==> config.mk <==
export PLATFORM = sky130hd
export DESIGN_NAME = stream_demux
export DESIGN_NICKNAME = d
export VERILOG_FILES = /design/src/rtl/stream_demux_pkg.sv /design/src/rtl/demux_slot.sv /design/src/rtl/stream_demux.sv
export SDC_FILE = /design/constraint.sdc
export NUM_CORES = 1
export LEC_CHECK = 0
export ABC_AREA = 1
export CORE_ASPECT_RATIO = 2
export CORE_MARGIN = 1
export CORE_UTILIZATION = 38
export DETAILED_ROUTE_END_ITERATION = 10
export PLACE_DENSITY = 0.82
export RECOVER_POWER = 100
export SYNTH_ARGS = -nofsm -noshare
export SYNTH_HDL_FRONTEND = slang
export SYNTH_HIERARCHICAL = 1
export SYNTH_SLANG_ARGS = --single-unit
==> constraint.sdc <==
create_clock -name clk -period 1.4 [get_ports clk]
set_clock_uncertainty 0.1 [all_clocks]
set_input_delay 0.28 -clock clk [delete_from_list [all_inputs] [get_ports clk]]
set_output_delay 0.28 -clock clk [all_outputs]
set_load 0.01 [all_outputs]
==> src/rtl/stream_demux_pkg.sv <==
// ---------------------------------------------------------------------------
// stream_demux_pkg
//   Shared types and constants for the stream_demux block.
//   lane_state_t : occupancy state of one output lane buffer
//   DROP_CNT_W   : width of the dropped-word counter
//   sat_inc()    : saturating increment used by the drop counter
// ---------------------------------------------------------------------------
package stream_demux_pkg;

    typedef enum logic {
        LANE_EMPTY = 1'b0,
        LANE_FULL  = 1'b1
    } lane_state_t;

    localparam int DROP_CNT_W = 8;

    // Increment that sticks at the all-ones value instead of wrapping.
    function automatic logic [DROP_CNT_W-1:0] sat_inc(input logic [DROP_CNT_W-1:0] v);
        return (v == '1) ? v : v + DROP_CNT_W'(1);
    endfunction

endpackage

==> src/rtl/demux_slot.sv <==
// ---------------------------------------------------------------------------
// demux_slot
//   One-entry valid/ready buffer for a single output lane.
//   Ports:
//     clk, rst    clock, synchronous active-high reset
//     load        write data_in this cycle (only asserted when slot_ready=1)
//     data_in     word to store
//     out_ready   downstream consumer ready
//     slot_ready  slot can take a word this cycle (empty, or draining now)
//     out_valid   slot holds a word
//     out_data    stored word; stable while full and not drained
// ---------------------------------------------------------------------------
module demux_slot
    import stream_demux_pkg::*;
#(
    parameter int WIDTH = 8
) (
    input  logic             clk,
    input  logic             rst,
    input  logic             load,
    input  logic [WIDTH-1:0] data_in,
    input  logic             out_ready,
    output logic             slot_ready,
    output logic             out_valid,
    output logic [WIDTH-1:0] out_data
);

    lane_state_t      state_q, state_d;
    logic [WIDTH-1:0] data_q,  data_d;

    // A full slot that drains this cycle can be refilled in the same cycle,
    // which is what gives one word per cycle with no bubble.
    assign slot_ready = (state_q == LANE_EMPTY) || out_ready;

    always_comb begin
        state_d = state_q;
        data_d  = data_q;
        if (load) begin
            // Load wins over drain: drain+load leaves the slot full with the new word.
            state_d = LANE_FULL;
            data_d  = data_in;
        end else if ((state_q == LANE_FULL) && out_ready) begin
            state_d = LANE_EMPTY;
        end
    end

    // NOTE: non-blocking assignments here so every flop samples pre-edge values.
    always_ff @(posedge clk) begin
        if (rst) begin
            state_q <= LANE_EMPTY;
            // NOTE: the data register is reset too, so out_data reads 0 after reset.
            data_q  <= '0;
        end else begin
            state_q <= state_d;
            data_q  <= data_d;
        end
    end

    assign out_valid = (state_q == LANE_FULL);
    assign out_data  = data_q;

endmodule

==> src/rtl/stream_demux.sv <==
// ---------------------------------------------------------------------------
// stream_demux
//   1-to-N_OUT registered demultiplexer with valid/ready handshakes.
//   A word on the input is steered to lane in_sel, where a one-entry buffer
//   holds it until that lane's consumer takes it. Selects that name no lane
//   (possible only when N_OUT is not a power of two) are accepted and dropped.
//   Ports:
//     clk, rst              clock, synchronous active-high reset
//     in_valid/in_ready     input handshake (in_ready forced 0 during reset)
//     in_data, in_sel       input word and destination lane
//     out_valid[i]          lane i holds a word
//     out_ready[i]          lane i consumer ready
//     out_data              lane i at [i*WIDTH +: WIDTH]
//     drop_err              one-cycle pulse after a dropped word
//     drop_cnt              saturating count of dropped words
// ---------------------------------------------------------------------------
module stream_demux
    import stream_demux_pkg::*;
#(
    parameter  int WIDTH = 8,
    parameter  int N_OUT = 4,
    localparam int SEL_W = $clog2(N_OUT)
) (
    input  logic                   clk,
    input  logic                   rst,
    input  logic                   in_valid,
    output logic                   in_ready,
    input  logic [WIDTH-1:0]       in_data,
    input  logic [SEL_W-1:0]       in_sel,
    output logic [N_OUT-1:0]       out_valid,
    input  logic [N_OUT-1:0]       out_ready,
    output logic [N_OUT*WIDTH-1:0] out_data,
    output logic                   drop_err,
    output logic [DROP_CNT_W-1:0]  drop_cnt
);

    logic [N_OUT-1:0]      slot_ready;
    logic [N_OUT-1:0]      load;
    logic                  sel_hit;
    logic                  sel_ready;
    logic                  fire;
    logic                  drop_err_q, drop_err_d;
    logic [DROP_CNT_W-1:0] drop_cnt_q, drop_cnt_d;

    // Decode in_sel against the real lanes. A select that matches no lane
    // leaves sel_ready at 1, so out-of-range words are always sunk.
    // in_ready depends only on in_sel, out_ready and lane state -- never on in_valid.
    always_comb begin
        sel_hit   = 1'b0;
        sel_ready = 1'b1;
        for (int i = 0; i < N_OUT; i++) begin
            if (in_sel == SEL_W'(i)) begin
                sel_hit   = 1'b1;
                sel_ready = slot_ready[i];
            end
        end
    end

    assign in_ready = !rst && sel_ready;
    assign fire     = in_valid && in_ready;

    // Gating by fire (and so by in_valid) keeps a don't-care in_sel/in_data
    // from reaching any lane while the input is idle.
    always_comb begin
        load = '0;
        for (int i = 0; i < N_OUT; i++) begin
            load[i] = fire && (in_sel == SEL_W'(i));
        end
    end

    for (genvar g = 0; g < N_OUT; g++) begin : g_slot
        demux_slot #(
            .WIDTH (WIDTH)
        ) u_slot (
            .clk        (clk),
            .rst        (rst),
            .load       (load[g]),
            .data_in    (in_data),
            .out_ready  (out_ready[g]),
            .slot_ready (slot_ready[g]),
            .out_valid  (out_valid[g]),
            .out_data   (out_data[g*WIDTH +: WIDTH])
        );
    end

    always_comb begin
        drop_err_d = fire && !sel_hit;
        drop_cnt_d = drop_err_d ? sat_inc(drop_cnt_q) : drop_cnt_q;
    end

    always_ff @(posedge clk) begin
        if (rst) begin
            drop_err_q <= 1'b0;
            drop_cnt_q <= '0;
        end else begin
            drop_err_q <= drop_err_d;
            drop_cnt_q <= drop_cnt_d;
        end
    end

    assign drop_err = drop_err_q;
    assign drop_cnt = drop_cnt_q;

endmodule

# After elaboration in Yosys (flattened, before gate mapping)
# Index checks and enable logic that the tools add are counted.
# Widths: inputs -> output; s select.
# op_classes
n_bitwise	5
add_sub_neg	1
n_reduce_logical	23
eq_ne	4
mux	16
# ops
op	n
$mux 1	16
$logic_and 1x1->1	11
$add 8x1->8 const B	1
$eq 8x8->1 const B	1
$reduce_bool 2->1	4
$not 1->1	5
$eq 2x2->1 const B	2
$logic_or 1x1->1	4
$eq 2x1->1 const B	1
$logic_not 1->1	2
$logic_not 2->1	1
$reduce_and 2->1	1
# totals
input_bits	17
word_cells	59
reg_bits	45
output_inout_bits	46

# Depth between registers and ports, before layout
# depth
ltp_word	10
mapped_depth	11
ltp_nobuf	11

# By module
# The synthesis kept the hierarchy.
# modules_own_cells
module	n_inst	seq_area_each_um2	area_each_um2	cells_each
demux_slot	4	180.2	304.0	38
stream_demux	1	180.2	345.3	49

# Worst setup path before layout
# No wires, ideal clock.
# synth_path
path_kind	register to register
from	register g_slot[2].u_slot.state_q
to	register g_slot[1].u_slot.data_q[3]
stages_incl_launch_ff	11
arrival_time_ps	1320
setup_time_ps	116
slack_ps	-136
period_less_slack_ps	1536
path_cell_list	dfxtp_1 > nand2_1 > inv_1 > nand3_1 > nand2_1 > nor2_2 > nand3_2 > nor2_1 > inv_2 > nor2_1 > nor2_1
# synth_between
elab_chain_cells	7
# synth_lines
item	line	source
start, declared	demux_slot.sv:28	lane_state_t state_q, state_d;
start signal, assigned	demux_slot.sv:54	state_q <= state_d;
$not 1->1	demux_slot.sv:33	assign slot_ready = (state_q == LANE_EMPTY) || out_ready;
$logic_or 1x1->1	demux_slot.sv:33	
via slot_ready[2]	stream_demux.sv:37	logic [N_OUT-1:0] slot_ready;
$mux 1 (2 in a row)	stream_demux.sv:52	if (in_sel == SEL_W'(i)) begin
$logic_and 1x1->1	stream_demux.sv:59	assign in_ready = !rst && sel_ready;
$logic_and 1x1->1	stream_demux.sv:60	assign fire = in_valid && in_ready;
$logic_and 1x1->1	stream_demux.sv:67	load[i] = fire && (in_sel == SEL_W'(i));
via load[1]	stream_demux.sv:38	logic [N_OUT-1:0] load;
end signal, assigned	demux_slot.sv:55	data_q <= data_d;
end, declared	demux_slot.sv:29	logic [WIDTH-1:0] data_q, data_d;
# The timed path passes the listed nets, and every way through them passes these cells.
# A chain may end at the register's enable or synchronous reset.

# Worst setup path after layout
# layout_path
from	register g_slot[0].u_slot.state_q
to	register g_slot[0].u_slot.data_q[4]
# layout_between
elab_chain_cells	9
# layout_lines
item	line
start, declared	demux_slot.sv:28
start signal, assigned	demux_slot.sv:54
$not 1->1	demux_slot.sv:33
$logic_or 1x1->1	demux_slot.sv:33
via slot_ready[0]	stream_demux.sv:37
$mux 1 (4 in a row)	stream_demux.sv:52
$logic_and 1x1->1	stream_demux.sv:59
$logic_and 1x1->1	stream_demux.sv:60
$logic_and 1x1->1	stream_demux.sv:67
via load[0]	stream_demux.sv:38
end signal, assigned	demux_slot.sv:55
end, declared	demux_slot.sv:29
# The timed path passes the listed nets, and every way through them passes these cells.

==> results.env <==
SYNTH_CELLS=201
P_PER_AREA_nW_PER_UM2=1030
CTS_TREE='yes'
SETUP_VIOL_COUNT_FINAL=37
FINAL-INSTANCE-COUNT-EXCL-FILL=348
DRV.MAX_CAP_VIOLATION_COUNT=0
MOSTFREQUENTLAYOUTCELLS='69 x nor2_1, 50 x dlygate4sd2_1, 42 x dfxtp_1'
WORST_EP_REQUIRED_TIME_NS=1.53
TIMING.HOLD.WORST.CLASS='register to register'
CTS_INSERTED_BUFFERS=5
SYN_AREA_PER_CELL_SQ_UM=7.77
SYN2LAYOUT_AREA_GROWTH_PCT=71.3
SETUP_REPAIR_AFTER_GLOBAL_ROUTING_MISSED_ITS_MARGIN='true'
SYNTH.AREA.TOP_CELLS='dfxtp_1 58%, nor2_1 19%, o21ai_0 10%, inv_1 5.0%, a21oi_2 2.2%'
MIN_PERIOD_NS=1.61
VIAS=1625
NUMBER_OF_DISTINCT_LIBRARY_CELLS_AFTER_SYNTHESIS=13
NET-SWITCHING-POWER_W=0.000611
CP-END-KIND='register'
CLOCK_INSERTION_DELAY_WORST_SKEW_NS=0.29
CTS.SINKS=45
STARTPOINT_TYPE_OF_THE_WORST_SETUP_PATH='register'
INITIAL_ANTENNA_VIOLATION_COUNT=0
FINAL_NET_COUNT=313
TIMING.FINAL.MAX_SLEW_VIOLATIONS=0
CTS.HOLD.BUFFERS_ADDED=0
CLOCK_TREE.ROOT_CELL='clkbuf_8'
DETAILED_ROUTE_WIRE_LENGTH_UM=4620
NFILLCELLS=344
NETLIST.AREA_LEADER.SHARE_PCT=57.7
HORIZ_DIE_DIM_UM=47.3
P_SW_SHARE_PCT=22.1
POWER.COMBINATIONAL.FRACTION_PCT=10.4
WIRE_PER_INST_UM=13.3
SEQ_AREA_FRAC_SYNTH_PCT=57.7
GRT_FIRST_PASS_WIRELENGTH_UM=7030
CP.ARRIVAL_NS=1.73
SHARE_OF_POST_ROUTE_CELLS_WITH_DRIVE_STRENGTH_ABOVE_1_PCT=26.6
PNR_WORST_SETUP_SLACK_NS=-0.207
FINAL_COMMON_CELL='nor2_1'
POWER.TOTAL_W=0.00277
HTREE_LEVELS=2
DETAIL_ROUTE.ITER0.VIOLATIONS=34
MAX_FREQ_MHz=622
ANTENNA_LEFT=0
STATUS='finished, violations left'
GRT_UTIL_OVERALL_PCT=22.9
DP_HPWL_UM=3160
MULTI_INPUT_AREA_SQ_UM=698
POST_SYNTH_INSTANCE_AREA_SQ_UM=1560
YS_SEQ_ELEMENTS=45
P_CLK_SHARE_PCT=41.3
LAYOUT.AREA.SEQ_SQ_UM=905
VIOLATIONS='negative setup slack'
CRIT_PATH_MAX_FANOUT=6
DP_SLACK_NS=-0.769
FINAL.PERIOD_UTILIZATION_PCT=115
ANTENNA_DIODE_COUNT=0
CORE-AREA_SQ_UM=3880
FP.DIEH_UM=92.7
TIMING.FINAL.HOLD_VIOLATIONS=0
POST_SYNTHESIS_NET_COUNT=218
INITIAL_UTILIZATION_PCT=40.2
AREA_LEADER_NETLIST='dfxtp_1'
YOSYSWARNINGS=6
INTERNAL_POWER_W=0.00216
CTS_MAX_PATH_BUFFERS=2
DP_CELLS=326
FINALWEIGHTEDCONGESTION=0.719
NUMBER_OF_INPUT_AND_OUTPUT_PORT_BUFFERS_INSERTED=62
REMAINING_DRC_ERRORS=0
DETAIL_ROUTE.VIAS_PER_CELL=4.67
DIE_OUTLINE_AREA_SQ_UM=4380
IO_PINS=63
FIRSTDRTPASSITERS=4
VIAS_IN_THE_FIRST_GLOBAL_ROUTE=1547
ROW_COUNT=32
GRT-OVFL-TOTAL=0
CRIT_TYPE='register to register'
WORST_IR_DROP_VDD_mV=1.05
LKG_PWR_nW=1.34
PIN_COUNT_OF_THE_BIGGEST_NET_ENTERING_GLOBAL_ROUTING=17
SEQ_POWER_SHARE_PCT=48.3
CTS.CLK_SLEW.WORST_PATHS_NS=0.09
[power groups by stage]
stage               Combinational [W]  Clock (W)  Sequential [W]
finish                       0.000287    0.00114         0.00134
global route                 0.000311    0.00122         0.00134
CTS                          0.000267    0.00115         0.00133
detailed placement           0.000277          0         0.00136
global placement             0.000274          0         0.00136
floorplan                   0.0000820          0         0.00138
[flip-flops by register name, indices dropped and copies added, names as in the netlist]
register,flops
g_slot.u_slot/out_data,32
drop_cnt,8
g_slot.u_slot/out_valid,4
drop_err,1
[cell families (layout without fill, tap and decap cells)]
family / after synthesis / count (layout) / share of synthesized area, %
other cells: 1 / 1 / 0.240
buf+inv: 26 / 120 / 6.33
simple gates: 93 / 95 / 23.2
flops: 45 / 45 / 57.7
compound gates: 36 / 36 / 12.5
[worst max-delay path: stages, from the launching register on]
cell	delay, ns
dfxtp_2	0.33
nand2_2	0.07
inv_2	0.03
nand2_1	0.05
nand2_1	0.06
nor2_2	0.10
buf_4	0.13
nand3_4	0.13
nor2_4	0.19
buf_6	0.15
o21ai_2	0.06
nor2_1	0.13
[cell usage after synthesis (all sizes together)]
cell type and number:
and2 1, nand3 2, conb 1, a21oi 4, nor2 81, o21ai 32
dfxtp 45, buf 1, inv 25, nand2 9
[routing by layer]
metal	wire [um]	global-route usage (%)	vias to the layer above
li1	-	-	811
met1	1600	23.3	757
met2	2670	40.3	44
met3	171	4.48	13
met4	169	11.9	0
met5	0	0	-
[cell type report]
cell class | count | share of cell area [%]
Inverter | 25 | 3.88
Tap cell | 51 | 2.39
Clock inverter | 3 | 2.43
Sequential cell | 45 | 33.8
Multi-Input combinational cell | 132 | 26.1
Clock buffer | 5 | 2.57
Timing Repair Buffer | 87 | 28.8
[final timing paths]
kind / start / end / slack, ns / cells past startpoint
setup / recovery: g_slot[0].u_slot/out_valid$_SDFFE_PP0P_ / g_slot[0].u_slot/out_data[4]$_SDFFE_PP0P_ / -0.21 / 11
setup reg to reg: g_slot[0].u_slot/out_valid$_SDFFE_PP0P_ / g_slot[0].u_slot/out_data[4]$_SDFFE_PP0P_ / -0.21 / 11
hold reg to reg: drop_cnt[2]$_SDFFE_PP0P_ / drop_cnt[2]$_SDFFE_PP0P_ / 0.32 / 2
hold / removal: drop_cnt[2]$_SDFFE_PP0P_ / drop_cnt[2]$_SDFFE_PP0P_ / 0.32 / 2
[metrics by stage]
stage / utilization (%) / hold slack (ns) / TNS, ns / area (sq um)
floorplan: - / 0.235 / -0.467 / 1620
finish: 68.9 / 0.324 / -5.82 / 2680
global route: 68.9 / 0.333 / -10.60 / 2680
CTS: 66.8 / 0.324 / -7.70 / 2590
detailed placement: 62.0 / 0.312 / -23.70 / 2410
global placement: 62.0 / 0.310 / -21.96 / 2410
[repair_timing]
action | in CTS | in global routing
setup endpoints to repair | 82 | 37
cloned | 1 | 1
resized for setup | 71 | 31
setup buffers | 10 | 2
pin swaps | 19 | 30
endpoints found under the hold margin | 0 | 0
Power figures use the tool's default switching activity.
